[config.mk]
export PLATFORM = sky130hd
export DESIGN_NAME = pc_fetch_unit
export DESIGN_NICKNAME = d
export VERILOG_FILES = /design/src/rtl/pc_fetch_unit.sv
export SDC_FILE = /design/constraint.sdc
export NUM_CORES = 1
export LEC_CHECK = 0
export CORE_ASPECT_RATIO = 1.1
export CORE_UTILIZATION = 61
export CTS_BUF_LIST = sky130_fd_sc_hd__clkbuf_2 sky130_fd_sc_hd__clkbuf_4 sky130_fd_sc_hd__clkbuf_8
export CTS_CLUSTER_SIZE = 8
export DETAILED_ROUTE_END_ITERATION = 7
export PLACE_DENSITY_LB_ADDON = 0.2
export SETUP_SLACK_MARGIN = 0.1
export SLEW_MARGIN = 40
export SYNTH_ARGS = -nofsm -noshare
export SYNTH_HDL_FRONTEND = slang
export SYNTH_SLANG_ARGS = --single-unit
[constraint.sdc]
create_clock -name clk -period 6.7 [get_ports clk]
set_clock_uncertainty 0.1 [all_clocks]
set_input_delay 1.34 -clock clk [delete_from_list [all_inputs] [get_ports clk]]
set_output_delay 1.34 -clock clk [all_outputs]
set_load 0.01 [all_outputs]
[src/rtl/pc_fetch_unit.sv]
// pc_fetch_unit: next-PC selection for the RISC-V fetch stage.
// Sources in priority order: trap, stall, mret, jalr, branch/JAL, RAS return, sequential.
// Redirects to a target that is not 4-byte aligned are turned into a trap.
module pc_fetch_unit #(
  parameter int              XLEN         = 32,
  parameter logic [XLEN-1:0] RESET_VECTOR = '0,
  parameter logic [XLEN-1:0] TRAP_VECTOR  = 'h100,
  parameter int              RAS_DEPTH    = 4
) (
  input  logic            clk,
  input  logic            reset,
  input  logic            stall,
  input  logic            br_taken,
  input  logic [XLEN-1:0] br_offset,
  input  logic            jalr_valid,
  input  logic [XLEN-1:0] jalr_target,
  input  logic            call,
  input  logic            ret_pred,
  input  logic            trap,
  input  logic            mret,
  output logic [XLEN-1:0] pc_out,
  output logic [XLEN-1:0] pc_plus4,
  output logic [XLEN-1:0] epc_out,
  output logic            misaligned,
  output logic            ras_empty,
  output logic            ras_full
);

  localparam int PW = $clog2(RAS_DEPTH);
  localparam int CW = $clog2(RAS_DEPTH + 1);

  typedef enum logic [2:0] {
    SRC_SEQ,
    SRC_TRAP,
    SRC_STALL,
    SRC_MRET,
    SRC_JALR,
    SRC_BR,
    SRC_RET
  } src_e;

  logic [XLEN-1:0] ras_mem [RAS_DEPTH];
  logic [PW-1:0]   ras_ptr;    // next write slot; top of stack is ras_ptr-1
  logic [CW-1:0]   ras_count;
  logic [PW-1:0]   ras_top_idx;

  src_e            src;
  logic [XLEN-1:0] target;
  logic            misalign_hit;
  logic            push_en;
  logic            pop_en;

  assign pc_plus4    = pc_out + XLEN'(4);
  assign ras_top_idx = ras_ptr - PW'(1);
  assign ras_empty   = (ras_count == '0);
  assign ras_full    = (ras_count == CW'(RAS_DEPTH));

  // Pick the winning source and its target address.
  always_comb begin
    src    = SRC_SEQ;
    target = pc_plus4;
    if (trap) begin
      src = SRC_TRAP;
    end else if (stall) begin
      src = SRC_STALL;
    end else if (mret) begin
      src    = SRC_MRET;
      target = epc_out;
    end else if (jalr_valid) begin
      src    = SRC_JALR;
      target = jalr_target & ~XLEN'(1);
    end else if (br_taken) begin
      src    = SRC_BR;
      target = pc_out + br_offset;
    end else if (ret_pred && !ras_empty) begin
      src    = SRC_RET;
      target = ras_mem[ras_top_idx];
    end
  end

  // Misalignment check and RAS update enables; only the winner may touch the RAS.
  always_comb begin
    misalign_hit = (src inside {SRC_MRET, SRC_JALR, SRC_BR, SRC_RET}) && (target[1:0] != 2'b00);
    push_en      = call && (src inside {SRC_JALR, SRC_BR}) && !misalign_hit;
    pop_en       = (src == SRC_RET) && !misalign_hit;
  end

  // PC, EPC, misaligned pulse and RAS pointer/count registers.
  always_ff @(posedge clk) begin
    if (reset) begin
      pc_out     <= RESET_VECTOR;
      epc_out    <= '0;
      misaligned <= 1'b0;
      ras_ptr    <= '0;
      ras_count  <= '0;
    end else begin
      misaligned <= 1'b0;
      if (src == SRC_TRAP || misalign_hit) begin
        pc_out     <= TRAP_VECTOR;
        epc_out    <= pc_out;
        misaligned <= misalign_hit;
      end else if (src != SRC_STALL) begin
        pc_out <= target;
      end
      // A full push overwrites the oldest slot, which is the one at ras_ptr.
      if (push_en) begin
        ras_ptr <= ras_ptr + PW'(1);
        if (!ras_full) ras_count <= ras_count + CW'(1);
      end else if (pop_en) begin
        ras_ptr   <= ras_top_idx;
        ras_count <= ras_count - CW'(1);
      end
    end
  end

  // RAS storage; contents need no reset since the count gates every read.
  always_ff @(posedge clk) begin
    if (push_en && !reset) ras_mem[ras_ptr] <= pc_plus4;
  end

endmodule

Yosys cells after proc, flatten, opt, wreduce, memory -nomap -nowiden
Memories as Yosys holds them, arrays and structs flattened.
Cells that the tools add are included.
- register bits: 70
- RAM bits: 128
- input port bits: 73
- output and inout port bits: 99
- logic and storage cells: 62
- memories kept: 1
- add/subtract/negate cells: 6
- eq/ne operators: 8
- muxes and demuxes: 21
- bitwise logic cells: 1
- reduce and logical (&&, ||, !) cells: 19
- memories (name ; depth ; bits a word ; read ports ; clocked after memory_dff ; wr ports ; line ; source):
    ras_mem ; 4 ; 32 ; 1 ; 0 ; 1 ; 42 ; logic [XLEN-1:0] ras_mem [RAS_DEPTH];
- operators by type and width (kind ; number):
    32-bit 2-to-1 mux ; 6
    32-bit by 3-bit adder with 32-bit output (second input constant) ; 1
    32-bit adder ; 1
    3-bit 2-to-1 mux ; 9
    9-bit 2-to-1 mux ; 2
    3-bit equality test (second input constant) ; 4
    2-bit nonzero test ; 4
    1-bit logical AND ; 6
    2-bit 2-to-1 mux ; 2
    4-bit nonzero test ; 1
    2-bit OR reduction ; 2
    3-bit by 1-bit adder with 3-bit output (second input constant) ; 1
    3-bit by 1-bit equality test with 1-bit output (second input constant) ; 1
    3-bit by 2-bit equality test with 1-bit output (second input constant) ; 1
    1-bit logical NOT ; 3
    3-bit logical NOT ; 1
    3-bit by 2-bit inequality test with 1-bit output (second input constant) ; 1
    3-bit by 1-bit subtractor with 3-bit output (second input constant) ; 1
    2-bit by 1-bit adder with 2-bit output (second input constant) ; 1
    1-bit 2-to-1 mux ; 2
    2-bit inequality test (second input constant) ; 1
    2-bit AND reduction ; 1
    2-bit by 1-bit subtractor with 2-bit output (second input constant) ; 1
    1-bit logical OR ; 1
    1-bit NOT ; 1

Depth between registers and ports, before layout
- word-level depth: 17
- gate-level depth with buffers: 17
- gate-level depth less buffers: 14

Worst setup path before layout
Ideal clock, no wire load.
- kind: input-to-reg
- start point: input port br_offset[0]
- end point: memory ras_mem[0][0] (enable)
- setup time: 0.392 ns
- arrival: 3.771 ns
- data required time: 6.208 ns
- slack: 2.437 ns
- stages on the path: 10
- path buffers: 0
- path through: ha_1 inv_1 fa_1 inv_1 a221oi_2 a31oi_1 o21bai_4 nand4_1 nor2_1 and2_1
- cells in the longest elaborated chain, start to end: 13
- RTL lines (what ; line ; source):
    from (decl) ; 14 ; input logic [XLEN-1:0] br_offset,
    32-bit adder ; 74 ; target = pc_out + br_offset;
    32-bit 2-to-1 mux ; 72 ; end else if (br_taken) begin
    32-bit 2-to-1 mux ; 69 ; end else if (jalr_valid) begin
    32-bit 2-to-1 mux ; 66 ; end else if (mret) begin
    32-bit 2-to-1 mux ; 64 ; end else if (stall) begin
    32-bit 2-to-1 mux ; 62 ; if (trap) begin
    2-bit nonzero test ; 83 ; misalign_hit = (src inside {SRC_MRET, SRC_JALR, SRC_BR, SRC_RET}) && (target[1:0] != 2'b00);
    1-bit logical AND ; 83 ;
    1-bit logical NOT ; 84 ; push_en = call && (src inside {SRC_JALR, SRC_BR}) && !misalign_hit;
    1-bit logical AND ; 84 ;
    1-bit logical AND ; 118 ; if (push_en && !reset) ras_mem[ras_ptr] <= pc_plus4;
    1-bit 2-to-1 mux ; 118 ;
    1-bit 2-to-1 mux (implied by the code) ; 118 ;
    to (decl) ; 42 ;
No other way between the ends.

Worst setup path after layout
- start point: register pc_out[4]
- end point: output port pc_plus4[31]
- cells in the longest elaborated chain, start to end: 1
- RTL lines (what ; line ; source):
    from (decl) ; 21 ; output logic [XLEN-1:0] pc_out,
    from (signal assigned) ; 103 ; pc_out <= target;
    32-bit by 3-bit adder with 32-bit output ; 53 ; assign pc_plus4 = pc_out + XLEN'(4);
    to (decl) ; 22 ; output logic [XLEN-1:0] pc_plus4,
No other way between the ends.

==> results.md <==
- The reported leakage power is about 0.0048 µW.
- The mean instance size in the synthesized netlist is roughly 11 µm².
- The aggregate global routing overflow is 0.
- Dividing the detail-routed via count by the number of cells gives roughly 6.7.
- Counting distinct cell types in the post-synthesis netlist gives 85.
- The flow ran to the end, and the final reports show no timing, DRC or antenna violations.
- The CTS tree is done.
- Setup repair after global routing left no endpoint under its margin.
- The signal on the critical path passes through nand4_2 -> nor4_2 -> nand3_1 -> nor2_1 -> xor2_1 -> clkdlybuf4s50_1.
- The remaining antenna violation count is 0.
- The total instance count after detailed placement is approximately 1400.
- For this run, the register share of the synthesized area comes to a little under half.
- STA classifies the critical path endpoint as an output port.
- In this run the tightest slew margin relative to its limit is between 40% and 50%.
- The depth of the worst register-to-register path is 10.
- The number of hold-slack violations in the final timing report was 0.
- The number of antenna violations at the first check in global routing is 0.
- The final critical-path share of the clock period is between 70% and 80%.
- The min-delay analysis places its worst path in the category register to register.
- For this run, the total global-route usage over all layers was measured as a little under two fifths.
- The cell type contributing the most total cell area after synthesis is sky130_fd_sc_hd__edfxtp_1.
- The slew at the pin closest to its max-slew limit is 783 ps.
- The placeable core region is around 18000 µm².
- The width of the die is around 130 µm.
- The H-tree was split into 4 levels.
- Once the floorplan was initialized, standard cells occupied between 60% and 70% of the core.
- The via total after detailed routing is 9537.
- In this run, post-CTS hold repair placed 0 buffers.
- Counting every sink on the clock net gives just under 200.
- The clock latency on the worst-skew pair is ~500 ps.
- For the finished layout, the period the worst path requires is between 5000 and 6000 ps.
- The synthesized design devotes to its leading area cell type 35.0% of total area.
- In the post-synthesis netlist, the biggest area contributors are sky130_fd_sc_hd__edfxtp_1 35%, sky130_fd_sc_hd__dfxtp_1 13%, sky130_fd_sc_hd__mux4_2 6.6%.
- The number of buffers created by CTS is 17.
- The congestion estimate from routability-driven global placement came to ~0.95.
- Synthesis produced a netlist with a net count of between 1000 and 1500.
- The top flip-flop cell by instance count after synthesis is sky130_fd_sc_hd__edfxtp_1.
- The residual DRC count is 0.
- The critical path depth in cells is 6.
- For the final routed database, the setup TNS stands at 0 ps.
- Timing would allow up to roughly 0.20 GHz.
- IR analysis of the VDD net gives a maximum drop of approximately 120 µV.
- The repair_antennas step left the layout with diodes totalling 0.
- The number of global-route vias before repair is roughly 8800.
- The final net count is between 1000 and 1500.
- From bottom edge to top edge, the die measures approximately 140 µm.
- In this run the count of I/O pins placed on the die edge is around 170.
- The worst endpoint data arrival time is 3640 ps.
- STA puts the critical path data required time at roughly 5300 ps.
- The number of warnings printed during yosys synthesis is 0.
- The count of buffers from port buffering is 170.
- After clock tree synthesis, the clock-pin slew on the worst setup and hold paths is around 120 ps.
- The first global-routing pass estimated between 50000 and 60000 µm of wire.
- In the synthesized netlist the async set-or-reset flop fraction comes to 0%.
- The number of gates resized after CTS was 0.
- In the layout the commonest cells are 168 x sky130_fd_sc_hd__clkdlybuf4s50_1, 128 x sky130_fd_sc_hd__edfxtp_1, 109 x sky130_fd_sc_hd__nand2_1, 85 x sky130_fd_sc_hd__nor2_1, 78 x sky130_fd_sc_hd__a21oi_1.
- The class of the most critical setup path is register to output port.
- The first routing iteration left ~1300 violations.
- Yosys mapped a number of flops with a built-in enable equal to around 130.
- The overall die area is between 15000 and 20000 µm².
- The post-route netlist has 9.38% of its cells at a drive strength greater than 1.
- The element type at the critical path start is a register.
- The number of failing setup endpoints in the final timing report is 0.
- Entering global routing, the biggest net connects between 40 and 50 pins.
- The cell count after synthesis came out at about 1000.
- After floorplanning, the core was divided into 51 placement rows.
- The worst-path maximum fanout is 9.
- Relative to the synthesized area, the layout overhead comes to 20.5%.
- The post-synthesis instance area is ~11000 µm².
- In this run the deepest clock path goes through 2 buffers.
- The most common cell after layout, fill and taps aside is sky130_fd_sc_hd__clkdlybuf4s50_1.
- The biggest cell delay along the critical path is 650 ps.
- The library cell used as clock root buffer is sky130_fd_sc_hd__clkbuf_8.
- The synthesized design contains just under 200 register bits.
- The placed wire-length estimate is 24300 µm.
- For this run, the detailed router's first-pass iteration total came to 5.
- The final max-slew violation count came to 0.
- The hold-critical path depth is 2.
- Together, buffers and inverters on the worst path number 1.
- The power per unit of standard cell area is approximately 190 nW/µm².
- The largest individual stage delay along the critical path comes from the cell sky130_fd_sc_hd__clkdlybuf4s50_1.
- The number of setup buffers added after CTS is 0.
- The cell family contributing the most delay on the critical path is simple AND/OR/NAND/NOR gates.
- For this run, the number of standard cells in the final layout without fillers is around 1400.
- The tool flagged a number of max-cap violations equal to 0.
- After detailed routing, the average wire length per cell comes to 24.0 µm.
- The routed design has 34100 µm of wire.
[cells by family after synthesis]
family,share of synthesized area [%]
xor gates and xnor gates,3.67
AOI/OAI and AO/OA,16.7
DFF,47.7
adders and majority gates,4.39
buffers and inverters,3.48
muxes,9.47
and+or+nand+nor,14.5
[worst reg2reg max path, stage by stage, from the launching register on]
cell and delay (ps):
sky130_fd_sc_hd__dfxtp_1 380, sky130_fd_sc_hd__inv_1 100, sky130_fd_sc_hd__ha_1 680, sky130_fd_sc_hd__mux4_2 410
sky130_fd_sc_hd__mux2i_1 200, sky130_fd_sc_hd__o311ai_2 180, sky130_fd_sc_hd__o21bai_4 320, sky130_fd_sc_hd__nand4_1 210
sky130_fd_sc_hd__nor2_1 220, sky130_fd_sc_hd__and2_1 570, sky130_fd_sc_hd__buf_4 470
[final timing paths]
| kind | startpoint | endpoint | slack, ps |
|---|---|---|---|
| setup reg to reg | ras_ptr[1]$_SDFFE_PP0P_ | ras_mem[0][10]$_DFFE_PP_ | 2540 |
| setup / recovery | pc_out[4]$_SDFFE_PP0P_ | pc_plus4[31] | 1620 |
| hold / removal | epc_out[2]$_SDFFE_PP0P_ | epc_out[2]$_SDFFE_PP0P_ | 430 |
| hold reg to reg | epc_out[2]$_SDFFE_PP0P_ | epc_out[2]$_SDFFE_PP0P_ | 430 |
[metrics by stage]
step	area, µm²	total power (µW)	util [%]	worst slack, ps	hold WS (ps)
after floorplan	11000	1540	-	2440	396
after global placement	12800	1680	72.5	1620	393
after detailed placement	12800	1680	72.5	1530	411
after CTS	13200	2440	74.9	1720	437
after global routing	13200	2520	74.9	1530	456
final	13200	2460	74.9	1620	433
[cells in the mapped netlist, types with 4 or more instances]
cell / number
sky130_fd_sc_hd__edfxtp_1: 128
sky130_fd_sc_hd__nand2_1: 110
sky130_fd_sc_hd__nor2_1: 85
sky130_fd_sc_hd__a21oi_1: 78
sky130_fd_sc_hd__dfxtp_1: 70
sky130_fd_sc_hd__o21ai_0: 44
sky130_fd_sc_hd__clkbuf_1: 39
sky130_fd_sc_hd__ha_1: 37
sky130_fd_sc_hd__mux2i_1: 32
sky130_fd_sc_hd__mux4_2: 32
sky130_fd_sc_hd__xnor2_1: 28
sky130_fd_sc_hd__nand3_1: 27
sky130_fd_sc_hd__nor3_1: 21
sky130_fd_sc_hd__and3_1: 20
sky130_fd_sc_hd__inv_1: 18
sky130_fd_sc_hd__xor2_1: 18
sky130_fd_sc_hd__a21o_1: 14
sky130_fd_sc_hd__and2_1: 14
sky130_fd_sc_hd__nand4_1: 14
sky130_fd_sc_hd__o211ai_1: 14
sky130_fd_sc_hd__buf_2: 12
sky130_fd_sc_hd__o21a_1: 11
sky130_fd_sc_hd__a31oi_1: 10
sky130_fd_sc_hd__a211oi_1: 9
sky130_fd_sc_hd__a221oi_1: 9
sky130_fd_sc_hd__nand2b_1: 9
sky130_fd_sc_hd__or3_1: 9
sky130_fd_sc_hd__a21boi_0: 6
sky130_fd_sc_hd__o31ai_1: 6
sky130_fd_sc_hd__o31a_1: 5
sky130_fd_sc_hd__a2111oi_0: 4
sky130_fd_sc_hd__a32oi_1: 4
sky130_fd_sc_hd__and4_1: 4
sky130_fd_sc_hd__o22ai_1: 4
[layer usage]
| layer | track usage, % | vias to the layer above | wire (µm) |
|---|---|---|---|
| met1 | 50.6 | 4514 | 12900 |
| li1 | - | 4184 | - |
| met4 | 16.3 | 0 | 1470 |
| met5 | 0 | - | 0 |
| met2 | 58.0 | 714 | 15500 |
| met3 | 8.62 | 125 | 4200 |
[layout make-up]
class | instances | area [µm²]
multi-input combinational | 745 | 5370
sequential | 198 | 5250
fill | 1254 | 4430
timing repair buffer | 189 | 1840
tap | 238 | 298
clock buffer | 18 | 241
clock inverter | 14 | 183
inverter | 19 | 71.3
[sequential cells by signal, indices dropped and copies added, names as in the netlist]
register	count
epc_out	32
ras_ptr	2
misaligned	1
pc_out	32
ras_mem	128
ras_count	3
[report_power, final]
group	total (µW)	switching, µW	internal [µW]
clock	789	499	290
sequential	1320	19.4	1300
combinational	347	198	149
total	2460	716	1740
Power figures use the tool's default switching activity.
